$ cat src/rtl/iter_shifter.sv
// Multi-cycle shift/rotate unit: accepts one operation, shifts up to STEP
// positions per clock, then holds the result under a valid/ready handshake.
`timescale 1ns/1ps

module iter_shifter #(
  parameter int WIDTH = 16,
  parameter int STEP  = 4,
  parameter int AMT_W = $clog2(WIDTH)
) (
  input  logic             clk,
  input  logic             rst,
  input  logic             in_valid,
  output logic             in_ready,
  input  logic [WIDTH-1:0] in_data,
  input  logic [AMT_W-1:0] amount,
  input  logic [1:0]       mode,
  output logic             out_valid,
  input  logic             out_ready,
  output logic [WIDTH-1:0] out_data,
  output logic             out_zero
);

  typedef enum logic [1:0] {
    IDLE  = 2'b00,
    SHIFT = 2'b01,
    DONE  = 2'b10
  } state_t;

  typedef enum logic [1:0] {
    MODE_SLL = 2'b00,
    MODE_SRA = 2'b01,
    MODE_ROR = 2'b10,
    MODE_SRL = 2'b11
  } mode_t;

  state_t           state;
  mode_t            mode_q;
  logic [WIDTH-1:0] work;
  logic [WIDTH-1:0] work_nxt;
  logic [AMT_W-1:0] remaining;
  logic [AMT_W-1:0] remaining_nxt;
  logic [AMT_W-1:0] step_d;

  // Distance for this clock: never more than STEP, so the datapath is a
  // STEP-input mux regardless of WIDTH.
  always_comb begin
    step_d        = (remaining > AMT_W'(STEP)) ? AMT_W'(STEP) : remaining;
    remaining_nxt = remaining - step_d;
  end

  // NOTE: work_nxt gets a default before the loop so no path leaves it
  // unassigned; otherwise synthesis would infer a latch.
  always_comb begin
    work_nxt = work;
    for (int k = 1; k <= STEP; k++) begin
      if (step_d == AMT_W'(k)) begin
        case (mode_q)
          MODE_SLL: work_nxt = work << k;
          MODE_SRL: work_nxt = work >> k;
          MODE_SRA: work_nxt = WIDTH'($signed(work) >>> k);
          MODE_ROR: work_nxt = (work >> k) | (work << (WIDTH - k));
          default:  work_nxt = work;
        endcase
      end
    end
  end

  // NOTE: all state uses non-blocking assignments so every register samples
  // pre-edge values, independent of statement order.
  always_ff @(posedge clk) begin
    if (rst) begin
      state     <= IDLE;
      in_ready  <= 1'b1;
      out_valid <= 1'b0;
      work      <= '0;
      mode_q    <= MODE_SLL;
      remaining <= '0;
    end else begin
      case (state)
        IDLE: begin
          if (in_valid && in_ready) begin
            work      <= in_data;
            mode_q    <= mode_t'(mode);
            remaining <= amount;
            in_ready  <= 1'b0;
            if (amount == '0) begin
              state     <= DONE;
              out_valid <= 1'b1;
            end else begin
              state <= SHIFT;
            end
          end
        end
        SHIFT: begin
          work      <= work_nxt;
          remaining <= remaining_nxt;
          if (remaining_nxt == '0) begin
            state     <= DONE;
            out_valid <= 1'b1;
          end
        end
        DONE: begin
          if (out_ready) begin
            state     <= IDLE;
            out_valid <= 1'b0;
            in_ready  <= 1'b1;
          end
        end
        default: begin
          state     <= IDLE;
          in_ready  <= 1'b1;
          out_valid <= 1'b0;
        end
      endcase
    end
  end

  assign out_data = work;
  assign out_zero = (work == '0);

  // Handshake flags are registered copies of the state decode.
  a_ready_decode: assert property (@(posedge clk) disable iff (rst)
    in_ready == (state == IDLE));
  a_valid_decode: assert property (@(posedge clk) disable iff (rst)
    out_valid == (state == DONE));
  a_hold_result: assert property (@(posedge clk) disable iff (rst)
    (out_valid && !out_ready) |=> (out_data == $past(out_data)));

endmodule

$ cat config.mk
export PLATFORM = sky130hd
export DESIGN_NAME = iter_shifter
export DESIGN_NICKNAME = d
export VERILOG_FILES = /design/src/rtl/iter_shifter.sv
export SDC_FILE = /design/constraint.sdc
export NUM_CORES = 1
export LEC_CHECK = 0
export CORE_MARGIN = 2
export CORE_UTILIZATION = 50
export CTS_CLUSTER_SIZE = 8
export DETAILED_ROUTE_END_ITERATION = 16
export PLACE_DENSITY = 0.88
export SLEW_MARGIN = 25
export SYNTH_ARGS = -nofsm -noshare
export SYNTH_HDL_FRONTEND = slang
export SYNTH_SLANG_ARGS = --single-unit
$ cat constraint.sdc
create_clock -name clk -period 4.8 [get_ports clk]
set_input_delay 0.72 -clock clk [delete_from_list [all_inputs] [get_ports clk]]
set_output_delay 0.72 -clock clk [all_outputs]
set_load 0.03 [all_outputs]
==> key figures <==
Power
  • Pwr Density: 433 nW/um2
  • Maximum VDD drop: ~210 uV
  • Leakage: 0.876 nW

Finish
  • Fill cell count: 384
  • Ant diodes: 0
  • P&R area growth vs syn: 21.2%
  • Design area: 2680 um2
  • Ratio of cells with drive above 1 in the final layout: under 10%
  • Fin util: 62.4%
  • Fin nets: 336

Routing
  • WL final: 6.70 mm
  • Vias per inst: about 7.1
  • First-pass iteration count of the detailed router: 7
  • Routed vias: 2565
  • ANT nets after route: 0
  • Wire per inst: 18.6 um
  • Drc violations: 0
  • Initial DRC count: 472

Synthesis
  • Synthesized area per cell: 7.80 um2
  • Async set or reset register ratio after synthesis: 0%
  • Yosys reg bits: 26
  • Synth unique cells: 58
  • Synth area leaders: dfxtp_1, mux2i_1, nand3_1, nor2_1, a211oi_1
  • Most instantiated library cell after synthesis: dfxtp_1
  • Post-synth top area share: 23.6%
  • Syn Nets: between 300 and 400
  • Post-Syn Area: 2210 um2
  • Post-synthesis sequential area ratio: between 20% and 30%
  • Leading area contributor after synthesis: dfxtp_1
  • Synth Flop Type: dfxtp_1
  • Warnings from Yosys: 0
  • Most common library cells after synthesis: dfxtp_1, nor2_1, nand3_1
  • Cell count after synthesis: 283
  • Post-synth EDFFs: 0

Setup path
  • Largest stage delay, worst path: 660 ps
  • Crit path kind: flop to flop
  • Worst setup EP type: flop
  • Worst EP required: 4990 ps
  • Critical-path cell list: or2_1 > nand2_1 > ha_1 > o21a_1 > a2111oi_0 > nor2_1 > o21a_1 > o21a_1
  • Critical path's slowest cell: or2_1
  • Startpoint Class: flop
  • CP top delay family: compound AO/OA/AOI/OAI gates
  • Worst path bufs/invs: 0
  • Max FO, Critical Path: 19
  • Crit-path most repeated cell: o21a_1
  • Arrival time at the worst endpoint: 2980 ps

Global routing
  • Initial antenna violation count: 0
  • Congestion Overflow GR: 0
  • Global-route usage over all layers: a little over a quarter
  • Largest net degree at the start of global routing: 39
  • First-pass GRT wire length: 11.1 mm
  • Vias in the first global route: 2314

Floorplan
  • Die Wd: 70.5 um
  • DIE AREA: between 4000 and 5000 um2
  • I/O Pins: 45
  • Initial Util: 51.4%
  • Row cnt: 24
  • Core area: 4290 um2
  • Die H: ~70 um

Place
  • Port bufs: 44
  • Cell Area, Placed: 2610 um2
  • HPWL after detailed placement: approximately 4.5 mm
  • Placer congestion estimate: 0.946

Timing
  • Crit share post-route: 58.2%
  • Worst-margin pin slew: 745 ps
  • Slew HR: 50.1%
  • Endpoints failing hold: 0
  • Final Max Slew Viols: 0
  • Final setup viols: 0
  • Layout Skew: just under 8 ps
  • RSZ-0062 raised after global routing: false
  • Final min period: 2790 ps
  • Setup TNS: 0 ps
  • Max frequency: 358 MHz

Clock tree
  • Post-CTS Setup Repair Bufs: 0
  • # hold bufs at CTS: 0
  • CTS sink count: 26
  • # resized after CTS: 0
  • Root Buffer: clkbuf_8
  • Clock slew at reported path FFs: 110 ps
  • CTS tree: yes
  • CTS Buf Count: 3
  • Later-pin clock latency in the skew report: 280 ps
  • CTS Buffer Depth: 2
  • H-tree depth: 1

Flow run
  • Max Cap Viol: 0

Min path
  • Hold crit path type: flop to flop

Status
  • Status: finished, final reports clean
cell families after synthesis:
group           Yosys count  share of synthesized area (%)
flops                    26                           23.6
mux                      15                           7.37
fa+ha+maj                 1                          0.566
other cells               1                          0.170
buf+inv                  33                           7.88
simple gates            102                           26.0
compound gates          105                           34.4
through the flow:
| stage | power [mW] | setup WS, ps | hold slack [ps] | cells |
|---|---|---|---|---|
| after floorplan | 0.781 | 2590 | 597 | 283 |
| after CTS | 1.15 | 2040 | 496 | 360 |
| final | 1.16 | 2010 | 490 | 360 |
| after detailed placement | 0.956 | 2060 | 472 | 356 |
| after global placement | 0.945 | 2220 | 463 | 356 |
| after global routing | 1.22 | 1790 | 514 | 360 |
final cells by class:
type	instances	area, um2	share of cell area (%)
Multi-Input combinational cell	224	1520	56.8
Sequential cell	26	520	19.4
Timing Repair Buffer	50	485	18.1
Tap cell	52	65.1	2.43
Clock buffer	3	41.3	1.54
Clock inverter	1	30.0	1.12
Inverter	4	15.0	0.561
flip-flops by register name, summed over array words and instances, names as in the netlist:
signal and cells:
in_ready 1, state 2, out_data 16, remaining 4, mode_q 2, out_valid 1
report_power, final:
part	internal, mW	leakage, nW	switching [mW]
clock network	0.112	0.0357	0.0802
registers	0.260	0.215	0.0974
logic	0.256	0.626	0.354
total	0.627	0.876	0.531
worst paths after layout:
kind | to | slack [ps] | startpoint | depth (start not counted)
min | out_valid | 490 | out_valid | 1
min reg2reg | out_valid | 490 | out_valid | 1
max reg2reg | out_valid | 2010 | remaining[2] | 8
max | out_valid | 2010 | remaining[2] | 8
cell usage in the layout (no fill, tap or decap), drive strengths merged, types with 5 or more instances in the layout:
cell type       n
nor2           28
a311oi          5
a31oi          12
nor4            6
nor3            9
o21ai          19
mux2i          14
clkdlybuf4s50  44
a21oi          13
dfxtp          26
o21a            7
nand2          15
a32oi           7
nand3          19
buf             6
a211oi         14
metal layers:
layer | GRT usage (%) | share of wire (%)
met2 | 44.4 | 46
met1 | 35.9 | 41
met4 | 12.2 | 3.9
met3 | 2.60 | 9.4
met5 | 0 | 0
(Power assumes the default switching activity.)
==> patch (same flow settings) <==
Re-encode `state_t` (3 states) as one-hot, 3 bits wide.
--- a/src/rtl/iter_shifter.sv
+++ b/src/rtl/iter_shifter.sv
@@ -21,8 +21,8 @@
 );
 
-  typedef enum logic [1:0] {
-    IDLE  = 2'b00,
-    SHIFT = 2'b01,
-    DONE  = 2'b10
+  typedef enum logic [2:0] {
+    IDLE  = 3'b001,
+    SHIFT = 3'b010,
+    DONE  = 3'b100
   } state_t;
 
Formal check against the unedited RTL: same outputs for any inputs over 10 cycles, from zero or initial values and one cycle with rst high; not proved beyond that.
==> patch against the unedited design <==
Design area increased by 4.5%; wire length increased by 14%; global-route usage increased by 2.0 points; area after synthesis increased by 8.0%; register-to-register slack got worse by 0.02 ns; clock skew decreased by 0.0024 ns; sequential cell count increased by 1; power increased by 54%; setup slack got worse by 0.024 ns; first-iteration DRC count increased by 3.2%; largest power group unchanged.
==> patch: results (changes against the unedited design) <==
CP max FO=6 (was 19); worst-margin pin slew=1.08 ns (was 0.745 ns); Seq pwr share=0.306 (was 0.308); fill cell count=416 (was 384); status=complete, no violations (unchanged); clock share of power=0.076 (was 0.166); area added between synthesis and finish=17.3% (was 21.2%); Reg2Reg Launch Point=state[1] (was remaining[2]); met3 wire len=809 µm (was 628 µm); Worst setup startpoint=out_data[3] (was remaining[2]); worst clock skew=0.00534 ns (was 0.00775 ns); routed via count=2768 (was 2565); P per Cell Area=639 mW/mm² (was 433 mW/mm²); clk buf depth=2 (unchanged); post_cts resized=0 (unchanged); Sw Ratio=0.527 (was 0.459); GRT met3 Usage=0.0497 (was 0.0260); pre-CTS WS=2.11 ns (was 2.06 ns); Routed wire per std cell=18.9 µm (was 18.6 µm); placed cell count=398 (was 356); syn nets=356 (was 310); vias in the first global route=2557 (was 2314); met2 capacity usage during global routing=0.422 (was 0.444); NumNets Final=376 (was 336); Initial DRC Count=487 (was 472); Clk pin slew, worst setup/hold paths=0.09 ns (was 0.11 ns); met1 wire length=3.24 mm (was 2.73 mm); cells after synthesis=329 (was 283); Total Routing Usage GR=0.291 (was 0.271); P_leak=0.000970 µW (was 0.000876 µW); DP Wirelength=5.33 mm (was 4.49 mm); routability-driven placement congestion ratio=1.02 (was 0.946); routed vias/inst=6.89 (was 7.13); crit path DAT=2.10 ns (was 2.98 ns); Peak VDD IR=348 µV (was 211 µV); sequential share of the synthesized area=0.227 (was 0.236); largest net degree at the start of global routing=35 (was 39); 1st-pass router iterations=5 (was 7); library cells used by synthesis=65 (was 58); area of placed instances=0.00275 mm² (was 0.00261 mm²); Met2 Routed Length=3.32 mm (was 3.08 mm); share of cells above drive strength 1=0.0632 (was 0.0909); met1 Usage GRT=0.414 (was 0.359); first-pass GRT wire length=12.2 mm (was 11.1 mm); top post-synthesis cells by count=36 x o21ai_0, 35 x a21oi_1, 33 x nor2_1 (was 26 x dfxtp_1, 25 x nor2_1, 19 x nand3_1)
## patch: critical path: stages, from the launching register on
cell and delay [ns]:
dfxtp_1 0.39, nor4_1 0.52, and4_1 0.25, clkdlybuf4s50_1 0.66
## patch: worst paths after layout
path	endpoint	slack, ns	cells past startpoint
max	out_zero	1.98	3
min	out_valid	0.48	1
max reg2reg	out_data[7]	1.99	5
min reg2reg	out_valid	0.48	1
## patch: area by class of cell
type,count,area share
multi-input cells,269,0.604
flip-flops and latches,27,0.193
repair buffers,44,0.157
well taps,54,0.0242
clock buffers,4,0.0161
inverters,4,0.00537
## patch: cells by family (layout without fill, tap and decap cells)
kind of cell | count (synthesis) | after routing | share of synthesized area
AOI/OAI and AO/OA | 139 | 139 | 0.385
xor gates and xnor gates | 1 | 1 | 0.00367
adders and majority gates | 1 | 1 | 0.00524
buffers and inverters | 33 | 52 | 0.0655
DFF | 27 | 27 | 0.227
muxes | 7 | 7 | 0.0346
other | 1 | 1 | 0.00157
and+or+nand+nor | 120 | 120 | 0.278
